[src/rtl/computer_8bit_pkg.sv]
// Shared types for the 8-bit computer memory subsystem (arbiter state, bus owner).
// Latency: n/a (types and constants only).
// Backpressure: n/a.
package computer_8bit_pkg;

    typedef enum logic [1:0] {
        IDLE   = 2'd0,
        ACCESS = 2'd1,
        DONE   = 2'd2
    } arb_state_t;

    typedef enum logic {
        OWN_CPU = 1'b0,
        OWN_VID = 1'b1
    } owner_t;

    // Default start of the ROM window; everything below it is RAM.
    localparam logic [15:0] ROM_BASE_DEF = 16'hF000;

    // The other requester, used to rotate priority on a tie.
    function automatic owner_t other_owner(input owner_t o);
        return (o == OWN_CPU) ? OWN_VID : OWN_CPU;
    endfunction

endpackage

[src/rtl/mem_bus_arbiter_rr_arb2.sv]
// Two-way round-robin pick between CPU (bit 0) and video (bit 1).
// Latency: combinational; the last-grant register lives in the parent.
// Backpressure: none; o_vld simply follows any active request.
//  i_req        : request vector {vid, cpu}
//  i_last_grant : owner granted on the previous tie
//  o_vld/o_grant: a grant is available / who gets it
module rr_arb2
    import computer_8bit_pkg::*;
(
    input  logic [1:0] i_req,
    input  owner_t     i_last_grant,
    output logic       o_vld,
    output owner_t     o_grant
);

    always_comb begin
        o_vld   = |i_req;
        o_grant = OWN_CPU;
        case (i_req)
            2'b10:   o_grant = OWN_VID;
            2'b11:   o_grant = other_owner(i_last_grant);
            default: o_grant = OWN_CPU;
        endcase
    end

endmodule

[src/rtl/mem_bus_arbiter.sv]
// Shares the single-port RAM/ROM bus between the CPU and the video fetch engine.
// Latency: request sampled at edge N -> read ack at edge N+1+MEM_LAT, write ack at edge N+2.
// Backpressure: requesters hold req (level) until their one-cycle ack; one access in flight.
//  CLOCK_50/res_n             : clock, async active-low reset
//  cpu_req/we/adr/wdata       : CPU access request; cpu_rdata/cpu_ack return path
//  vid_req/vid_adr            : video read request; vid_rdata/vid_ack return path
//  mem_adr/mem_wdata/ram_we   : registered memory bus; ram_rdata/rom_rdata read data
//  busy                       : high whenever an access is in progress
module mem_bus_arbiter
    import computer_8bit_pkg::*;
#(
    parameter int                ADDR_W   = 16,
    parameter int                DATA_W   = 8,
    parameter int                MEM_LAT  = 1,
    parameter logic [ADDR_W-1:0] ROM_BASE = ROM_BASE_DEF
)
(
    input  logic              CLOCK_50,
    input  logic              res_n,
    input  logic              cpu_req,
    input  logic              cpu_we,
    input  logic [ADDR_W-1:0] cpu_adr,
    input  logic [DATA_W-1:0] cpu_wdata,
    output logic [DATA_W-1:0] cpu_rdata,
    output logic              cpu_ack,
    input  logic              vid_req,
    input  logic [ADDR_W-1:0] vid_adr,
    output logic [DATA_W-1:0] vid_rdata,
    output logic              vid_ack,
    output logic [ADDR_W-1:0] mem_adr,
    output logic [DATA_W-1:0] mem_wdata,
    output logic              ram_we,
    input  logic [DATA_W-1:0] ram_rdata,
    input  logic [DATA_W-1:0] rom_rdata,
    output logic              busy
);

    localparam int CNT_W = (MEM_LAT < 2) ? 1 : $clog2(MEM_LAT + 1);

    arb_state_t        r_state;
    owner_t            r_owner;
    owner_t            r_last_grant;
    logic              r_we_lat;
    logic              r_rom_sel;
    logic [CNT_W-1:0]  r_lat_cnt;
    logic [ADDR_W-1:0] r_mem_adr;
    logic [DATA_W-1:0] r_mem_wdata;
    logic              r_ram_we;
    logic [DATA_W-1:0] r_cpu_rdata;
    logic [DATA_W-1:0] r_vid_rdata;
    logic              r_cpu_ack;
    logic              r_vid_ack;
    logic              r_busy;

    logic              w_gnt_vld;
    owner_t            w_gnt;
    logic [ADDR_W-1:0] w_gnt_adr;
    logic              w_gnt_we;
    logic              w_gnt_rom;
    logic [DATA_W-1:0] w_rdata;

    rr_arb2 u_rr_arb2 (
        .i_req        ({vid_req, cpu_req}),
        .i_last_grant (r_last_grant),
        .o_vld        (w_gnt_vld),
        .o_grant      (w_gnt)
    );

    assign w_gnt_adr = (w_gnt == OWN_CPU) ? cpu_adr : vid_adr;
    // Video is read-only, so its write flag is forced low regardless of cpu_we.
    assign w_gnt_we  = (w_gnt == OWN_CPU) && cpu_we;
    assign w_gnt_rom = (w_gnt_adr >= ROM_BASE);
    assign w_rdata   = r_rom_sel ? rom_rdata : ram_rdata;

    always_ff @(posedge CLOCK_50 or negedge res_n) begin
        if (!res_n) begin
            r_state      <= IDLE;
            r_owner      <= OWN_CPU;
            r_last_grant <= OWN_VID;   // CPU wins the first tie
            r_we_lat     <= 1'b0;
            r_rom_sel    <= 1'b0;
            r_lat_cnt    <= '0;
            r_mem_adr    <= '0;
            r_mem_wdata  <= '0;
            r_ram_we     <= 1'b0;
            r_cpu_rdata  <= '0;
            r_vid_rdata  <= '0;
            r_cpu_ack    <= 1'b0;
            r_vid_ack    <= 1'b0;
            r_busy       <= 1'b0;
        end else begin
            r_ram_we  <= 1'b0;
            r_cpu_ack <= 1'b0;
            r_vid_ack <= 1'b0;
            case (r_state)
                IDLE: begin
                    if (w_gnt_vld) begin
                        r_owner   <= w_gnt;
                        if (cpu_req && vid_req) begin
                            r_last_grant <= w_gnt;
                        end
                        r_mem_adr <= w_gnt_adr;
                        if (w_gnt == OWN_CPU) begin
                            r_mem_wdata <= cpu_wdata;
                        end
                        r_we_lat  <= w_gnt_we;
                        r_rom_sel <= w_gnt_rom;
                        r_lat_cnt <= CNT_W'(MEM_LAT);
                        // Write strobe lands in the first ACCESS cycle; ROM writes are dropped.
                        r_ram_we  <= w_gnt_we && !w_gnt_rom;
                        r_busy    <= 1'b1;
                        r_state   <= ACCESS;
                    end
                end
                ACCESS: begin
                    if (r_we_lat) begin
                        r_state <= DONE;
                    end else begin
                        r_lat_cnt <= r_lat_cnt - 1'b1;
                        if (r_lat_cnt == CNT_W'(1)) begin
                            if (r_owner == OWN_CPU) begin
                                r_cpu_rdata <= w_rdata;
                            end else begin
                                r_vid_rdata <= w_rdata;
                            end
                            r_state <= DONE;
                        end
                    end
                end
                DONE: begin
                    r_cpu_ack <= (r_owner == OWN_CPU);
                    r_vid_ack <= (r_owner == OWN_VID);
                    r_busy    <= 1'b0;
                    r_state   <= IDLE;
                end
                default: begin
                    r_state <= IDLE;
                    r_busy  <= 1'b0;
                end
            endcase
        end
    end

    assign cpu_rdata = r_cpu_rdata;
    assign cpu_ack   = r_cpu_ack;
    assign vid_rdata = r_vid_rdata;
    assign vid_ack   = r_vid_ack;
    assign mem_adr   = r_mem_adr;
    assign mem_wdata = r_mem_wdata;
    assign ram_we    = r_ram_we;
    assign busy      = r_busy;

endmodule

[config.mk]
export PLATFORM = sky130hd
export DESIGN_NAME = mem_bus_arbiter
export DESIGN_NICKNAME = d
export VERILOG_FILES = /design/src/rtl/computer_8bit_pkg.sv /design/src/rtl/mem_bus_arbiter_rr_arb2.sv /design/src/rtl/mem_bus_arbiter.sv
export SDC_FILE = /design/constraint.sdc
export NUM_CORES = 1
export LEC_CHECK = 0
export CORE_ASPECT_RATIO = 1.5
export CORE_UTILIZATION = 41
export CTS_CLUSTER_SIZE = 28
export DETAILED_ROUTE_END_ITERATION = 10
export HOLD_SLACK_MARGIN = 0.1
export PLACE_DENSITY = 0.8
export SKIP_CTS_REPAIR_TIMING = 1
export SLEW_MARGIN = 20
export SYNTH_ARGS = -nofsm -noshare
export SYNTH_HDL_FRONTEND = slang
export SYNTH_HIERARCHICAL = 1
export SYNTH_SLANG_ARGS = --single-unit
[constraint.sdc]
create_clock -name CLOCK_50 -period 2 [get_ports CLOCK_50]
set_clock_uncertainty 0.1 [all_clocks]
set_input_delay 0.3 -clock CLOCK_50 [delete_from_list [all_inputs] [get_ports CLOCK_50]]
set_output_delay 0.3 -clock CLOCK_50 [all_outputs]
set_load 0.05 [all_outputs]
==> Implementation_results.wiki, run 1 <==
{| class="wikitable"
! Metric !! Value
|-
| Endpoint kind of the worst setup timing path || output port
|-
| Post-synth net total || approximately 240
|-
| Effective utilization at floorplan || 43.3%
|-
| Detail Route Antenna Nets || 0
|-
| Die outline area || 5850 sq um
|-
| Starting DRC count in detailed routing || 39
|-
| CP max FO || 2
|-
| Vias in the first global route || approximately 1800
|-
| Leading post-synthesis cells by cell area || dfrtp_1, mux2_2, mux2i_1
|-
| Number of buffer and inverter stages on the critical path || 1
|-
| Max Slew Vio Count || 0
|-
| Final HPWL from detailed placement || 3880 um
|-
| Post-route clock period utilization || roughly 95%
|-
| Post-synth top area share || between 50% and 60%
|-
| Share of final-layout standard cells stronger than drive strength 1 || a little under a fifth
|-
| Ranking of synthesized cells by instance count || dfrtp_1, mux2_2, o21ai_0, mux2i_1, nand2_1
|-
| Overall track demand over capacity in global routing || 17.9%
|-
| Wire length of the first global-routing pass || 8180 um
|-
| Post-synth ARST share || 100%
|-
| Reported max-cap violation count || 0
|-
| Clk Latency, worst-skew pair || 0.29 ns
|-
| Clock root buffer master || clkbuf_8
|-
| Sequential cell fraction of total power || slightly below 30%
|-
| Count of final setup violators || 0
|-
| Pin count of the biggest net entering global routing || 36
|-
| Remaining DRCs || 0
|-
| Clock group share of total power || 12.8%
|-
| Total grt overflow || 0
|-
| Cell accounting for the most synthesized area || dfrtp_1
|-
| Outcome || completed
|-
| Cell Rows || 32
|-
| Number of antenna violations at the first check in global routing || 0
|-
| Share of the yosys chip area belonging to registers || 56.3%
|-
| I/O pin total || about 110
|-
| Required time of the critical path || approximately 1.6 ns
|-
| # fillers || 396
|-
| Critical path class || reg -> out
|-
| Cell-by-cell listing of the critical path || clkdlybuf4s50_1
|-
| Ratio of total power to cell area || 1790 nW/um^2
|-
| Antenna diodes || 0
|-
| Post-detailed-route wirelength per cell || 13.9 um
|-
| CTS tree || done
|-
| Worst slew margin relative to its limit || 62.6%
|-
| Kind of cell adding the most delay to the critical path || buffers and inverters
|-
| Core area || between 5000 and 6000 sq um
|-
| Endpoint arrival time on the critical path || approximately 1.5 ns
|-
| Power share of the combinational group || 58.2%
|-
| Time the final worst path needs with I/O delays and setup || roughly 1.9 ns
|-
| Cell with the most instances after synthesis || dfrtp_1
|-
| Slew at the pin closest to its max-slew limit || between 0.5 and 0.6 ns
|-
| Setup repair after global routing missed its margin || no
|-
| CTS H-tree depth || 2
|-
| Post-detailed-route via-to-cell ratio || 4.84
|-
| Switching part of the total || 45.2%
|-
| Highest clock frequency the design can meet || 527 MHz
|-
| Clock slew at the register clock pins of the worst setup and hold paths || ~0.090 ns
|-
| Number of clock buffers inserted by TritonCTS || 5
|-
| Number of buffers on the longest clock path || 2
|-
| Total Power Consumption || roughly 6.4 mW
|-
| Via count of the routed design || roughly 1700
|-
| Number of flip-flops and latches in the synthesized netlist || 51
|-
| Number of unique standard cell types used by synthesis || 30
|-
| Internal power component || 3.49 mW
|-
| Final Wtd Congestion || 0.728
|-
| Prevailing post-synth register cell || dfrtp_1
|-
| Fraction of the core area covered by cells at the end of the flow || 67.8%
|-
| Hold Violations, Final || 0
|-
| Synthesized instance count || 176
|-
| Synth Cell Area || 2270 sq um
|-
| NumNets Final || 348
|-
| Number of warnings reported in the yosys synthesis log || 6
|-
| IO buf count || 104
|-
| Y dimension of the die || 93.2 um
|-
| Area growth from synthesis to layout || 56.6%
|-
| Leakage || around 1.5 nW
|-
| Worst hold path class || in -> async
|-
| Category of the worst setup path launch point || flop
|-
| Synthesized area per cell || 12.9 sq um
|-
| Number of synthesized flops with an enable pin || 0
|-
| Delay contributed by the slowest stage of the critical path || 0.85 ns
|-
| CP max-delay cell || clkdlybuf4s50_1
|-
| Chip width || roughly 63 um
|-
| Worst vdd rail ir drop || 0.764 mV
|-
| Switch Pwr || 2.88 mW
|-
| Router iterations before antenna repair || 4
|-
| WL final || 4950 um
|-
| Clock sinks || 51
|}
[per-stage QoR]
step	TNS (ns)	setup slack, ns	hold slack (ns)	instances	cell area, sq um
6_report	0	0.102	0.385	356	3560
5_1_grt	0	0.0473	0.419	356	3560
4_1_cts	0	0.0961	-0.141	355	3550
3_5_place_dp	-2.73	-0.201	0.187	347	3410
3_3_place_gp	-2.14	-0.176	0.185	347	3410
2_1_floorplan	0	0.266	-0.0956	176	2270
[layout by cell type, fill, tap and decap left out, drive strengths merged, types with 2 or more instances in the layout]
master         Yosys  routed
a21oi              2       2
mux2              33      33
nor2b              2       2
nor3b              5       5
inv                2       2
nand2             16      16
dfrtp             50      50
mux2i             16      16
or2                2       2
and3               2       2
clkdlybuf4s50      0     103
nand3              2       2
nor2               7       7
o21ai             18      18
clkbuf             3       6
bufinv             0       2
buf                8      11
[final timing paths]
kind	slack, ns	cells after the start	startpoint	to
setup reg to reg	0.30	3	r_state[1]	mem_wdata[0]
max in group asynchronous	0.89	3	res_n	mem_adr[1]
hold reg to reg	0.39	2	mem_adr[6]	mem_adr[6]
setup / recovery	0.10	1	mem_adr[15]	mem_adr[15]
min in group CLOCK_50	0.39	2	mem_adr[6]	mem_adr[6]
hold / removal	0.39	2	res_n	cpu_rdata[3]
[layout make-up]
class / instances / area (sq um) / share of cell area [%]
clock inverter: 2 / 60.1 / 1.69
multi-input combinational: 112 / 908 / 25.5
clock buffer: 6 / 72.6 / 2.04
inverter: 2 / 7.51 / 0.211
sequential: 51 / 1280 / 35.9
tap: 68 / 85.1 / 2.39
timing repair buffer: 115 / 1150 / 32.2
[layer usage]
metal / global-route usage [%] / routed length (um) / up-vias
li1: - / - / 831
met3: 4.02 / 234 / 13
met1: 19.7 / 1970 / 808
met4: 6.20 / 115 / 0
met2: 33.4 / 2630 / 71
met5: 0 / 0 / -
[power by group through the flow]
stage / registers [mW] / logic [mW] / clock network, mW
floorplan: 3.30 / 1.06 / 0
global placement: 1.85 / 3.68 / 0
detailed placement: 1.86 / 3.73 / 0
CTS: 1.85 / 3.74 / 0.836
global route: 1.91 / 3.89 / 0.880
finish: 1.84 / 3.71 / 0.818
[kinds of logic after synthesis]
kind of cell	Yosys count	share of synthesized area, %
muxes	49	24.6
and+or+nand+nor	39	9.53
DFF	51	56.3
AOI/OAI and AO/OA	24	5.73
buffers and inverters	13	3.91
[flip-flops by register name, indices dropped and copies added, names as in the netlist, 2 cells and up]
register,cells
r_state,2
vid_rdata,8
mem_wdata,8
mem_adr,16
cpu_rdata,8
Power figures use the tool's default switching activity.
==> inputs of run 2 (changes only) <==
Settings changed: CORE_UTILIZATION 41 to 44, PLACE_DENSITY 0.8 to 0.85.
Clock period 2 ns to 2.4 ns, I/O delays scaled along.
==> Implementation_results.wiki, run 2 (synthesis gave the netlist of run 1 again) <==
{| class="wikitable"
! Metric !! Value
|-
| Detail Route Antenna Nets || 0
|-
| Y dimension of the die || between 80 and 90 um
|-
| Die outline area || 5460 sq um
|-
| Last element of the critical path || mem_wdata[0]
|-
| Sequential cell fraction of total power || 30.9%
|-
| Share of final-layout standard cells stronger than drive strength 1 || 18.0%
|-
| CTS tree || done
|-
| Total grt overflow || 0
|-
| Highest clock frequency the design can meet || about 500 MHz
|-
| Count of final setup violators || 0
|-
| Router iterations before antenna repair || 4
|-
| Post-detailed-route via-to-cell ratio || ~4.9
|-
| Number of antenna violations at the first check in global routing || 0
|-
| CP max FO || 11
|-
| Worst Reg2Reg Path Length in Cells || 3
|-
| Remaining DRCs || 0
|-
| Wire length of the first global-routing pass || 8060 um
|-
| Ratio of total power to cell area || 1470 nW/um^2
|-
| Top library cells by usage in the layout, fill and taps aside || clkdlybuf4s50_1, dfrtp_1, mux2_2
|-
| Chip width || 60.7 um
|-
| Reg-to-Reg Start || r_state[0]
|-
| Placed Cells || around 340
|-
| Number of buffers on the longest clock path || 2
|-
| Hold Violations, Final || 0
|-
| Min-Delay Startpoint || mem_adr[7]
|-
| Category of the worst setup path launch point || input port
|-
| Endpoint arrival time on the critical path || 2.09 ns
|-
| Leakage || 1.48 nW
|-
| Switch Pwr || 2.41 mW
|-
| Number of non-filler instances in the completed layout || 350
|-
| Number of clock buffers inserted by TritonCTS || 5
|-
| Outcome || completed
|-
| # fillers || 368
|-
| Timing startpoint of the critical path || cpu_req
|-
| Core area || between 4000 and 5000 sq um
|-
| Antenna diodes || 0
|-
| Time the final worst path needs with I/O delays and setup || 2.00 ns
|-
| Worst slew margin relative to its limit || 58.1%
|-
| Worst vdd rail ir drop || 0.787 mV
|-
| Max reg flops || 16
|-
| Starting DRC count in detailed routing || 28
|-
| Most common cell after layout, fill and taps aside || clkdlybuf4s50_1
|-
| Final Wtd Congestion || 0.802
|-
| Fraction of the core area covered by cells at the end of the flow || 70.7%
|-
| Via count of the routed design || around 1700
|-
| Required time of the critical path || around 2.5 ns
|-
| Overall track demand over capacity in global routing || 20.1%
|-
| Pin count of the biggest net entering global routing || 36
|-
| Register-to-register path setup slack || 0.62 ns
|-
| Area growth from synthesis to layout || 52.1%
|-
| CTS H-tree depth || 2
|-
| Cell Rows || 31
|-
| Endpoint kind of the worst setup timing path || flop
|-
| Reported max-cap violation count || 0
|-
| Slew at the pin closest to its max-slew limit || 0.629 ns
|-
| Final hold slack || 0.382 ns
|-
| Capture instance of the worst register-to-register path || mem_wdata[0]
|-
| Post-route clock period utilization || 83.3%
|-
| Internal power component || 2.66 mW
|-
| NumNets Final || ~340
|-
| Clock slew at the register clock pins of the worst setup and hold paths || ~0.090 ns
|-
| Vias in the first global route || approximately 1700
|-
| Clock group share of total power || 9.5%
|-
| IO buf count || roughly 100
|-
| I/O pin total || 105
|-
| Setup repair after global routing missed its margin || no
|-
| Power share of the combinational group || 59.7%
|-
| Final-layout setup total negative slack || 0 ns
|-
| Final HPWL from detailed placement || a little over 4000 um
|-
| Worst hold path class || reg -> reg
|-
| Effective utilization at floorplan || 46.5%
|-
| Clock root buffer master || clkbuf_8
|-
| Cell area after layout || 3450 sq um
|-
| Max Slew Vio Count || 0
|-
| Critical path class || in -> reg
|-
| Switching part of the total || 47.5%
|-
| Clock sinks || 51
|-
| Clk Latency, worst-skew pair || 0.31 ns
|-
| WL final || 5090 um
|-
| Placed standard-cell area || 3360 sq um
|-
| Post-detailed-route wirelength per cell || 14.5 um
|-
| WHS Path Cells || 2
|}
==> run 2: worst min-delay path by stage <==
stage | to | slack, ns
final | mem_adr[7] | 0.38
after global routing | cpu_ack | 0.41
after CTS | ram_we | -0.02
after detailed placement | cpu_rdata[3] | 0.31
after global placement | cpu_rdata[6] | 0.31
after floorplan | busy | -0.04
==> run 2: power groups by stage <==
stage               combinational (mW)  sequential, mW  clock, mW
CTS                               3.05            1.57      0.495
finish                            3.03            1.56      0.479
floorplan                        0.887            2.75          0
detailed placement                3.05            1.58          0
global placement                  3.00            1.57          0
global route                      3.18            1.62      0.530
==> run 2: final cells by class <==
class,count,area (sq um),area share [%]
sequential,51,1280,37.0
timing repair buffer,111,1090,31.6
tap,66,82.6,2.39
multi-input combinational,112,908,26.3
clock inverter,3,18.8,0.543
inverter,2,7.51,0.217
clock buffer,5,68.8,1.99
==> run 2: critical path, cell delays in order <==
cell             delay, ns
clkdlybuf4s50_1       0.50
or2_1                 0.17
or3b_1                0.45
nor2_8                0.24
mux2_2                0.36
==> run 2: per-stage QoR <==
step           worst slack, ns  total power, mW
6_report                 0.401             5.07
2_1_floorplan            0.658             3.64
5_1_grt                  0.323             5.33
3_3_place_gp             0.103             4.57
3_5_place_dp            0.0808             4.63
4_1_cts                  0.412             5.12
==> run 2: routing by layer <==
| layer | track usage [%] | up-vias | wire length [um] |
|---|---|---|---|
| li1 | - | 824 | - |
| met1 | 21.8 | 802 | 1890 |
| met2 | 35.4 | 68 | 2790 |
| met3 | 4.46 | 12 | 266 |
| met4 | 8.90 | 0 | 146 |
| met5 | 0 | - | 0 |
==> inputs of run 3 (changes only) <==
Settings changed: CORE_UTILIZATION 44 to 41, PLACE_DENSITY 0.85 to 0.8.
Clock period 2.4 ns to 1.85 ns, I/O delays scaled along.
==> Implementation_results.wiki, run 3 (synthesis gave the netlist of run 1 again) <==
{| class="wikitable"
! Metric !! Value
|-
| CTS H-tree depth || 2
|-
| Via count of the routed design || 1719
|-
| Share of final-layout standard cells stronger than drive strength 1 || 31.4%
|-
| Slew at the pin closest to its max-slew limit || 0.533 ns
|-
| Post-detailed-route wirelength per cell || around 14 um
|-
| Pre-CTS setup slack || -0.334 ns
|-
| Clock sinks || 51
|-
| Cell area after layout || 3520 sq um
|-
| CP max FO || 5
|-
| Final Wtd Congestion || 0.734
|-
| Final-layout setup total negative slack || 0 ns
|-
| Multi-input logic area || roughly 920 sq um
|-
| Wire length of the first global-routing pass || about 7900 um
|-
| Clock slew at the register clock pins of the worst setup and hold paths || about 0.090 ns
|-
| Outcome || completed
|-
| Most common cell after layout, fill and taps aside || clkdlybuf4s50_1
|-
| Core area || 5250 sq um
|-
| Time the final worst path needs with I/O delays and setup || between 1.5 and 2 ns
|-
| Worst Reg2Reg Path Length in Cells || 3
|-
| Final hold slack || ~0.38 ns
|-
| Effective utilization at floorplan || a little over two fifths
|-
| Setup repair after global routing missed its margin || no
|-
| Ratio of total power to cell area || 1930 nW/um^2
|-
| Router iterations before antenna repair || 3
|-
| Required time of the critical path || around 1.9 ns
|-
| Chip width || 62.8 um
|-
| Placed standard-cell area || between 3000 and 4000 sq um
|-
| Register-to-register path setup slack || 0.21 ns
|-
| Max Slew Vio Count || 0
|-
| IO buf count || 104
|-
| I/O pin total || 105
|-
| Starting DRC count in detailed routing || 27
|-
| Y dimension of the die || 93.2 um
|-
| Highest clock frequency the design can meet || 551 MHz
|-
| Capture instance of the worst register-to-register path || mem_wdata[0]
|-
| Number of buffer and inverter stages on the critical path || 1
|-
| Worst vdd rail ir drop || 0.848 mV
|-
| Post-route clock period utilization || 98.2%
|-
| # fillers || 398
|-
| Cell Rows || 32
|-
| Number of buffers on the longest clock path || 2
|-
| Reg-to-Reg Start || r_state[1]
|-
| Number of non-filler instances in the completed layout || 361
|-
| Area growth from synthesis to layout || 55.2%
|-
| NumNets Final || about 350
|-
| Final HPWL from detailed placement || roughly 4000 um
|-
| Overall track demand over capacity in global routing || between 10% and 20%
|-
| Count of final setup violators || 0
|-
| Worst slew margin relative to its limit || 64.5%
|-
| Kind of cell adding the most delay to the critical path || simple AND/OR/NAND/NOR gates
|-
| Reported max-cap violation count || 0
|-
| CTS tree || done
|-
| Clk Latency, worst-skew pair || approximately 0.3 ns
|-
| Vias in the first global route || 1699
|-
| Leakage || between 1.5 and 2 nW
|-
| Endpoint kind of the worst setup timing path || flop
|-
| Post-detailed-route via-to-cell ratio || 4.76
|-
| Remaining DRCs || 0
|-
| Delay contributed by the slowest stage of the critical path || 0.48 ns
|-
| Cell-by-cell listing of the critical path || clkdlybuf4s50_1 -> or2_1 -> or3b_4 -> nor2_8 -> mux2_2
|-
| Antenna diodes || 0
|-
| Clock root buffer master || clkbuf_8
|-
| Category of the worst setup path launch point || input port
|-
| Placed Cells || 351
|-
| Storage element area || 1280 sq um
|-
| Worst hold path class || in -> async
|-
| Detail Route Antenna Nets || 0
|-
| Number of antenna violations at the first check in global routing || 0
|-
| Top library cells by usage in the layout, fill and taps aside || clkdlybuf4s50_1, dfrtp_1, buf_4
|-
| CP max-delay cell || clkdlybuf4s50_1
|-
| Post-layout worst setup margin || 0.0338 ns
|-
| Endpoint arrival time on the critical path || 1.91 ns
|-
| Max reg flops || 16
|-
| Die outline area || 5850 sq um
|-
| Total grt overflow || 0
|-
| Pin count of the biggest net entering global routing || 36
|-
| Number of clock buffers inserted by TritonCTS || 5
|-
| Critical path class || in -> reg
|-
| WL final || 5090 um
|-
| Hold Violations, Final || 0
|}
## run 3: changes by cell type in the layout (fill, tap and decap cells not counted), moves of 2 or more
cell,delta
buf_4,+40
bufinv_16,+2
clkdlybuf4s50_1,-43
clkinv_2,-2
dlymetal6s2s_1,+11
## run 3: area by class of cell
cell class / count / share of cell area [%]
Inverter: 2 / 0.213
Clock buffer: 6 / 2.06
Timing Repair Buffer: 119 / 31.2
Sequential cell: 51 / 36.3
Multi-Input combinational cell: 113 / 26.2
Tap cell: 68 / 2.41
Clock inverter: 2 / 1.70
## run 3: power by group
part | total (mW) | switching [mW] | internal, mW
clock network | 0.888 | 0.348 | 0.540
registers | 2.00 | 0.336 | 1.66
logic | 3.92 | 2.46 | 1.46
## run 3: worst max path at each step
stage	cells after the start	slack, ns	to	from
after floorplan	6	0.12	mem_wdata[1]	r_state[0]
after global placement	5	-0.30	mem_wdata[0]	vid_req
after detailed placement	5	-0.33	mem_wdata[0]	vid_req
after CTS	5	-0.01	mem_wdata[0]	vid_req
after global routing	5	0.02	mem_wdata[0]	cpu_req
final	5	0.03	mem_wdata[0]	vid_req
## run 3: routing by layer
| layer | wire length [um] | track usage, % | up-vias |
|---|---|---|---|
| met5 | 0 | 0 | - |
| met4 | 67 | 5.81 | 0 |
| met3 | 227 | 3.41 | 7 |
| met2 | 2820 | 33.6 | 65 |
| met1 | 1980 | 19.5 | 804 |
| li1 | - | - | 843 |
## run 3: stage by stage
step,utilization [%],total power [mW]
finish,67.2,6.81
global route,67.2,7.13
CTS,66.2,6.85
detailed placement,63.7,5.95
global placement,63.7,5.88
floorplan,-,4.72
